File: config.mk
export PLATFORM = sky130hd
export DESIGN_NAME = core_mc_seq
export DESIGN_NICKNAME = d
export VERILOG_FILES = /design/src/rtl/core_mc_seq.sv
export SDC_FILE = /design/constraint.sdc
export NUM_CORES = 1
export LEC_CHECK = 0
export ABC_CLOCK_PERIOD_IN_PS = 2350
export BUFFER_PORTS_ARGS = -buffer_cell sky130_fd_sc_hd__buf_4
export CORE_AREA = 2 2 247 249
export DETAILED_ROUTE_END_ITERATION = 6
export DIE_AREA = 0 0 249 251
export HOLD_SLACK_MARGIN = 0.03
export PLACE_DENSITY = 0.63
export SLEW_MARGIN = 20
export SYNTH_ARGS = -nofsm -noshare
export SYNTH_HDL_FRONTEND = slang
export SYNTH_SLANG_ARGS = --single-unit
File: constraint.sdc
create_clock -name clk -period 2.35 [get_ports clk]
set_clock_uncertainty 0.2 [all_clocks]
set_input_delay 0.235 -clock clk [delete_from_list [all_inputs] [get_ports clk]]
set_output_delay 0.235 -clock clk [all_outputs]
set_load 0.05 [all_outputs]
File: src/rtl/core_mc_seq.sv
// ---------------------------------------------------------------------------
// core_mc_seq -- multi-cycle instruction sequencer for the RV64 core.
//
// Owns the PC, the instruction register (IR) and the memory-data register
// (MDR). Instruction and data memory are reached over req/ack handshakes, so
// either memory may take any number of cycles. The decoder, execute unit and
// control-flow logic stay combinational and are fed from the IR. Their
// results are captured in EXEC and used later in MEM and WB.
//
// State flow: FETCH -> EXEC -> (MEM) -> WB -> FETCH | HALT
//
// Optional build macro: CORE_MC_PERF_EN adds the perf_cycles, perf_instret
// and perf_mem_stall counter outputs.
//
// Ports:
//   clk, rst            clock; asynchronous active-low reset
//   imem_req/addr       fetch request and address (pc[ADDR_W-1:0])
//   imem_ack/rdata      fetch completion and instruction word
//   dmem_req/we/addr/wdata   data request; addr and wdata registered in EXEC
//   dmem_ack/rdata      data completion and load data
//   ir, pc              instruction register (to decoder) and current PC
//   ex_*                combinational results from decode/execute/control-flow
//   halt_req            stop once the current instruction retires
//   rf_we, rf_wdata     register-file write strobe and data (one pulse in WB)
//   retire              one-cycle pulse per retired instruction
//   halted              high while in HALT
//   result              last value written to the register file
// ---------------------------------------------------------------------------
module core_mc_seq #(
  parameter int                XLEN     = 64,
  parameter int                ADDR_W   = 13,
  parameter logic [XLEN-1:0]   RESET_PC = '0
) (
  input  logic              clk,
  input  logic              rst,
  output logic              imem_req,
  output logic [ADDR_W-1:0] imem_addr,
  input  logic              imem_ack,
  input  logic [31:0]       imem_rdata,
  output logic              dmem_req,
  output logic              dmem_we,
  output logic [ADDR_W-1:0] dmem_addr,
  output logic [XLEN-1:0]   dmem_wdata,
  input  logic              dmem_ack,
  input  logic [XLEN-1:0]   dmem_rdata,
  output logic [31:0]       ir,
  output logic [XLEN-1:0]   pc,
  input  logic [XLEN-1:0]   ex_next_pc,
  input  logic [XLEN-1:0]   ex_result,
  input  logic [ADDR_W-1:0] ex_mem_addr,
  input  logic [XLEN-1:0]   ex_mem_wdata,
  input  logic              ex_is_load,
  input  logic              ex_is_store,
  input  logic              ex_wb_en,
  input  logic              halt_req,
  output logic              rf_we,
  output logic [XLEN-1:0]   rf_wdata,
  output logic              retire,
  output logic              halted,
  output logic [XLEN-1:0]   result
`ifdef CORE_MC_PERF_EN
  ,
  output logic [XLEN-1:0]   perf_cycles,
  output logic [XLEN-1:0]   perf_instret,
  output logic [XLEN-1:0]   perf_mem_stall
`endif
);

  typedef enum logic [2:0] {
    ST_FETCH = 3'd0,
    ST_EXEC  = 3'd1,
    ST_MEM   = 3'd2,
    ST_WB    = 3'd3,
    ST_HALT  = 3'd4
  } state_t;

  localparam logic [31:0] NOP = 32'h0000_0013;

  state_t              state_reg;
  logic [XLEN-1:0]     pc_reg;
  logic [31:0]         ir_reg;
  logic [XLEN-1:0]     mdr_reg;
  logic                imem_req_reg;
  logic                dmem_req_reg;
  logic [XLEN-1:0]     next_pc_reg;
  logic [XLEN-1:0]     ex_result_reg;
  logic [ADDR_W-1:0]   mem_addr_reg;
  logic [XLEN-1:0]     mem_wdata_reg;
  logic                is_load_reg;
  logic                is_store_reg;
  logic                wb_en_reg;
  logic                halt_pend_reg;
  logic [XLEN-1:0]     result_reg;
  logic [XLEN-1:0]     wb_data;

  // Writeback data depends only on registered state, never on live inputs.
  assign wb_data = is_load_reg ? mdr_reg : ex_result_reg;

  always_ff @(posedge clk or negedge rst) begin
    if (!rst) begin
      state_reg     <= ST_FETCH;
      pc_reg        <= RESET_PC;
      ir_reg        <= NOP;
      mdr_reg       <= '0;
      imem_req_reg  <= 1'b0;
      dmem_req_reg  <= 1'b0;
      next_pc_reg   <= '0;
      ex_result_reg <= '0;
      mem_addr_reg  <= '0;
      mem_wdata_reg <= '0;
      is_load_reg   <= 1'b0;
      is_store_reg  <= 1'b0;
      wb_en_reg     <= 1'b0;
      halt_pend_reg <= 1'b0;
      result_reg    <= '0;
    end else begin
      // A halt request seen before WB is remembered so it still applies
      // even if the requester has already let go of it.
      if (halt_req && state_reg != ST_HALT)
        halt_pend_reg <= 1'b1;

      case (state_reg)
        ST_FETCH: begin
          // Request goes out the cycle after entry; an ack while no request
          // is outstanding is ignored.
          if (!imem_req_reg) begin
            imem_req_reg <= 1'b1;
          end else if (imem_ack) begin
            ir_reg       <= imem_rdata;
            imem_req_reg <= 1'b0;
            state_reg    <= ST_EXEC;
          end
        end

        ST_EXEC: begin
          next_pc_reg   <= ex_next_pc;
          ex_result_reg <= ex_result;
          mem_addr_reg  <= ex_mem_addr;
          mem_wdata_reg <= ex_mem_wdata;
          // Store wins when both flags are set.
          is_store_reg  <= ex_is_store;
          is_load_reg   <= ex_is_load & ~ex_is_store;
          wb_en_reg     <= ex_wb_en;
          state_reg     <= (ex_is_load || ex_is_store) ? ST_MEM : ST_WB;
        end

        ST_MEM: begin
          if (!dmem_req_reg) begin
            dmem_req_reg <= 1'b1;
          end else if (dmem_ack) begin
            if (is_load_reg)
              mdr_reg <= dmem_rdata;
            dmem_req_reg <= 1'b0;
            state_reg    <= ST_WB;
          end
        end

        ST_WB: begin
          pc_reg <= next_pc_reg;
          if (wb_en_reg)
            result_reg <= wb_data;
          if (halt_req || halt_pend_reg) begin
            state_reg <= ST_HALT;
          end else begin
            state_reg <= ST_FETCH;
          end
          halt_pend_reg <= 1'b0;
        end

        ST_HALT: begin
          state_reg <= ST_HALT;
        end

        default: begin
          state_reg <= ST_FETCH;
        end
      endcase
    end
  end

  // All outputs come from registers or from a state decode.
  assign imem_req   = imem_req_reg;
  assign imem_addr  = pc_reg[ADDR_W-1:0];
  assign dmem_req   = dmem_req_reg;
  assign dmem_we    = dmem_req_reg & is_store_reg;
  assign dmem_addr  = mem_addr_reg;
  assign dmem_wdata = mem_wdata_reg;
  assign ir         = ir_reg;
  assign pc         = pc_reg;
  assign rf_we      = (state_reg == ST_WB) & wb_en_reg;
  assign rf_wdata   = wb_data;
  assign retire     = (state_reg == ST_WB);
  assign halted     = (state_reg == ST_HALT);
  assign result     = result_reg;

`ifdef CORE_MC_PERF_EN
  logic [XLEN-1:0] perf_cycles_reg;
  logic [XLEN-1:0] perf_instret_reg;
  logic [XLEN-1:0] perf_mem_stall_reg;

  always_ff @(posedge clk or negedge rst) begin
    if (!rst) begin
      perf_cycles_reg    <= '0;
      perf_instret_reg   <= '0;
      perf_mem_stall_reg <= '0;
    end else begin
      if (state_reg != ST_HALT)
        perf_cycles_reg <= perf_cycles_reg + 1'b1;
      if (state_reg == ST_WB)
        perf_instret_reg <= perf_instret_reg + 1'b1;
      if ((imem_req_reg && !imem_ack) || (dmem_req_reg && !dmem_ack))
        perf_mem_stall_reg <= perf_mem_stall_reg + 1'b1;
    end
  end

  assign perf_cycles    = perf_cycles_reg;
  assign perf_instret   = perf_instret_reg;
  assign perf_mem_stall = perf_mem_stall_reg;
`endif

endmodule

# Yosys cells after proc, flatten, opt, wreduce, memory -nomap -nowiden
# Cells that the tools add are included.
dict set report classes {
  eq_ne 9
  bitwise 4
  mul 0
  n_shift 0
  muxes 14
  add_sub_neg 0
  reduce_logical 9
  n_div 0
  magnitude_cmp 0
}
# cell count
set ops {}
lappend ops {{2-to-1 mux 64 bit} 1}
lappend ops {{2-to-1 mux 3 bit} 5}
lappend ops {{one-hot mux 3 bit (5 select lines)} 1}
lappend ops {{!= test 2 bit, second input constant} 4}
lappend ops {{AND reduction 4 bit} 2}
lappend ops {{2-to-1 mux 1 bit} 7}
lappend ops {{equality test 3 x 2 -> 1 bit, second input constant} 2}
lappend ops {{AND 1 bit} 3}
lappend ops {{equality test 3 x 1 -> 1 bit, second input constant} 1}
lappend ops {{equality test 3 bit, second input constant} 1}
lappend ops {{logical NOT 3 bit} 1}
lappend ops {{!= test 3 bit, second input constant} 1}
lappend ops {{AND reduction 3 bit} 1}
lappend ops {{logical OR 1 bit} 2}
lappend ops {{AND reduction 2 bit} 1}
lappend ops {{nonzero test 2 bit} 1}
lappend ops {{logical AND 1 bit} 1}
lappend ops {{NOT 1 bit} 1}
dict set report word_totals {
  out_inout_bits 320
  register_bits 438
  mem_bits_rw 0
  latch_bits 0
  n_memories 0
  rom_bits 0
  word_cells 51
  in_bits 309
}

# Logic depth before layout (Yosys ltp)
dict set report depth {
  word_depth 4
  ltp_mapped 7
  depth_no_buf 4
}

# Least setup slack after synthesis
# Ideal clock, no wire load.
dict set report synth_path {
  kind {reg2reg}
  startpoint {register is_load_reg}
  endpoint {register result_reg[14], in the netlist result[14]}
  path_buffers 2
  setup_ns 0.125
  arrival_time_ns 1.640
  path_stages_with_launch 5
  period_less_slack_ns 1.965
  required_ns 2.025
  setup_slack_ns 0.385
  path_cell_list {dfrtp_1 clkbuf_1 buf_2 mux2_2 mux2_4}
}
dict set report synth_between {
  elab_chain_len 1
}
# item line_no
set synth_lines {}
lappend synth_lines {{start, declared} 89} ;# logic is_load_reg;
lappend synth_lines {{start signal, assigned} 142} ;# is_load_reg <= ex_is_load & ~ex_is_store;
lappend synth_lines {{2-to-1 mux 64 bit} 97} ;# assign wb_data = is_load_reg ? mdr_reg : ex_result_reg;
lappend synth_lines {{net rf_wdata[14]} 57} ;# output logic [XLEN-1:0] rf_wdata,
lappend synth_lines {{end signal, assigned} 161} ;# result_reg <= wb_data;
lappend synth_lines {{end, declared} 93} ;# logic [XLEN-1:0] result_reg;
# The timed path passes the listed nets, and every way through them passes these cells.
# A chain may end at the register's enable or synchronous reset.

# Worst setup path after layout
dict set report layout_path {
  startpoint {register is_load_reg}
  endpoint {output port rf_wdata[45]}
}
dict set report layout_between {
  elab_chain_len 1
}
# item line_no
set layout_lines {}
lappend layout_lines {{2-to-1 mux 64 bit} 97}
lappend layout_lines {{end, declared} 57}
# Every way passes these cells.

==> results by group <==
Synth
  • Register bit count reported by yosys: 438
  • Xor and xnor fraction of the mapped netlist area: 0.000503
  • Netlist Area Pre-Place: 17,400 um^2
  • Synthesis warning total: 0
  • Top cell type by total area after synthesis: dfrtp_1
  • Mux cell area share after synthesis: 0.289
  • Largest family of logic cells by synthesized area: multiplexers
  • Post-synthesis compound-gate area fraction: 0.00187
  • Adder and majority gate portion of the synthesized area: 0
  • Simple-gate portion of the synthesized area: 0.0484
  • Sequential-to-total area share from yosys stat: 0.630
  • Synth cell types: 26
  • Synthesized Nets: 1,478
  • Average size of a mapped cell: 14.9 um^2
  • Ranking of synthesized cells by area: dfrtp_1 (63%), mux2_1 (13%), mux2_2 (12%)
  • Number of cells produced by synthesis: 1,169
  • Area share of the leading cell type in the synthesized netlist: 0.625

Global routing
  • GRT busiest layer: met2
  • Largest net degree at the start of global routing: just under 70
  • Overall global routing resource usage: 0.172
  • Met2 capacity usage during global routing: 0.295
  • Met1 track demand over resource: 0.209
  • Via count of the first global-routing pass: 14,500
  • Antenna violations before repair: 5
  • Remaining Overflow, GRT: 0
  • Met3 routing resource usage after global routing: 0.0510
  • Global-route wire length before repair: 84.4 mm

Clock network
  • Clock H-tree levels: 2
  • Clock insertion delay at the later pin of the skew report: 0.57 ns
  • CTS root buffer: clkbuf_16
  • Clock-pin transition on the worst setup and hold timing paths: 0.06 ns
  • Maximum buffer depth of the clock tree: 3
  • TritonCTS Buffers: 48
  • Number of clock sinks: 438
  • CTS tree: built

Floorplanning
  • Standard-cell rows: 90
  • Die area: 62,500 um^2
  • Number of top-level pins: 629
  • Initial standard-cell utilization of the core: 0.291
  • Die Ht: 251 um
  • Die Width: approximately 250 um
  • Floorplan Core Area: 59,800 um^2

Routing
  • Number of antenna-violating nets in the routed design: 0
  • Detailed Routing Iterations Pass 1: 4
  • DRC violations left: 0
  • DR vias: roughly 13,000
  • Final Routed Wirelength: between 50 and 60 mm
  • Number of vias per cell after detailed routing: 4.37
  • Mean routed wirelength per cell: 18.5 um
  • Number of DRC violations after detailed-routing iteration 0: between 400 and 500

Final layout
  • Final standard cell utilization of the core: 0.474
  • Final instance count without filler cells: 2,964
  • Share of cells above drive strength 1: 0.464
  • Layout Cell Area excl Fill: 28,300 um^2
  • Relative area change from synthesis to final layout: 62.7%
  • Post-layout nets: 2,453

Pwr
  • Ratio of total power to cell area: about 1700 nW/um^2
  • Static Leak: 13.5 nW
  • Switching Share: 0.455
  • Share of total power in sequential cells: 0.286
  • Cell internal pwr: 0.0257 W
  • Share of total power in the clock network: 0.166
  • Share of total power in combinational logic: 0.548
  • VDD IR-drop max: roughly 1.1 mV
  • Net switching power of the design: ~0.022 W

Timing
  • Worst Tran Pin Value: 0.861 ns
  • Max-slew headroom at the worst pin: 0.426
  • Final critical delay including setup and external delays: 2.28 ns
  • Period Utilization, post-route: 0.970
  • Final Max Slew Viols: 0
  • Hold Fails Final Rpt: 0
  • Final sum of negative setup slack: 0 ns
  • Maximum frequency from static timing analysis: 439 MHz
  • Tightest hold margin: 0.202 ns
  • Total setup violations reported at the end of the flow: 0

Placed design
  • Half-perimeter wire length after detailed placement: 36.6 mm
  • Global placement routability congestion: between 0.8 and 0.9
  • Placed cell areas: between 20,000 and 25,000 um^2
  • DP Cell Count: 2,541
  • Port Buf Inserts: 628

Worst hold path
  • Class of the most critical hold timing path: input port to asynchronous set/reset pin

Outcome
  • Result of the run: finished clean

Critical path
  • Nature of the critical path startpoint: flop
  • CP max FO: 11
  • Worst path max stage delay: a little under 0.4 ns
  • Critical Path, Cell by Cell: buf_12 -> buf_16 -> mux2_2 -> buf_4
  • CP arrival: between 1.5 and 2 ns
  • Req. time, crit path: 1.91 ns
  • Type of element capturing the critical path: output pin
  • Slowest library cell on the worst path: dfrtp_2
  • Worst setup path category: flop to output pin

Job
  • Max capacitance violation total: 0
[per-layer routing]
metal | vias to the layer above | wire (um) | part of all wire
li1 | 5930 | - | -
met1 | 6440 | 22300 | 0.41
met2 | 480 | 27100 | 0.49
met3 | 85 | 4100 | 0.075
met4 | 6 | 1370 | 0.025
met5 | - | 41 | 0.00075
[repair_timing]
item	CTS	global route
setup buffers	5	16
setup endpoints to repair	65	5
gates cloned	3	1
hold endpoints to repair	707	0
hold buffers	310	0
resized for setup	21	3
[stage by stage]
stage	total power [W]	setup slack, ns
after CTS	0.0475	-0.0722
final	0.0473	0.0698
after floorplan	0.0306	0.385
after global placement	0.0381	0.245
after global routing	0.0495	-0.0106
after detailed placement	0.0386	0.177
[cell type report]
class	count	area [um^2]
fill	5144	31500
sequential	438	11000
timing repair buffer	1002	8770
multi-input combinational	650	5940
clock buffer	74	1480
tap	782	978
clock inverter	12	169
inverter	4	17.5
antenna	2	5.00
[cell families after synthesis]
kind of cell	count (synthesis)
AND/OR/NAND/NOR	212
AO/OA/AOI/OAI	6
flip-flops	438
XOR/XNOR	1
multiplexers	431
buffers and inverters	81
[worst paths after layout]
check                           startpoint            to  slack [ns]  cells after the start
setup / recovery               is_load_reg  rf_wdata[45]        0.07                      4
hold / removal                         rst    result[29]        0.20                      3
setup reg to reg              state_reg[2]   mdr_reg[57]        0.12                      5
hold reg to reg            next_pc_reg[51]        pc[51]        0.26                      2
max in group asynchronous              rst         pc[3]        1.22                      4
min in group clk            imem_rdata[29]        ir[29]        0.23                      3
[cell usage in the layout (no fill, tap or decap), drive strengths merged]
cell,instances
buf,690
dfrtp,435
mux2,431
dlygate4sd3,309
nand2,195
clkbuf,75
nor2,6
clkinv,6
bufinv,4
inv,4
o21ai,3
dfstp,3
diode,2
nand3b,2
a21oi,2
clkinvlp,2
bufbuf,2
and2,2
nor3b,2
or3b,1
nor3,1
nor2b,1
xnor2,1
and4,1
o31ai,1
and3,1
[synth_stat cells (all sizes together)]
cell	n
nor3	1
and4	1
and3	1
or3b	1
dfstp	3
xnor2	1
nor2	6
dfrtp	435
buf	68
and2	2
mux2	431
inv	4
nor2b	1
a21oi	2
nor3b	2
o21ai	3
nand3b	2
clkbuf	9
o31ai	1
nand2	195
[critical path, delay by kind of cell (launching register included)]
kind | cells | cell delay (ns)
flip-flops | 1 | 0.39
multiplexers | 1 | 0.37
buffers and inverters | 3 | 0.50
[power by group through the flow]
stage	clock [W]	sequential [W]	combinational, W
after floorplan	0	0.0200	0.0106
after global placement	0	0.0134	0.0247
after detailed placement	0	0.0136	0.0250
after CTS	0.00805	0.0135	0.0259
after global routing	0.00839	0.0140	0.0271
final	0.00783	0.0135	0.0259
Note: power is estimated with default switching activity, not from simulation.
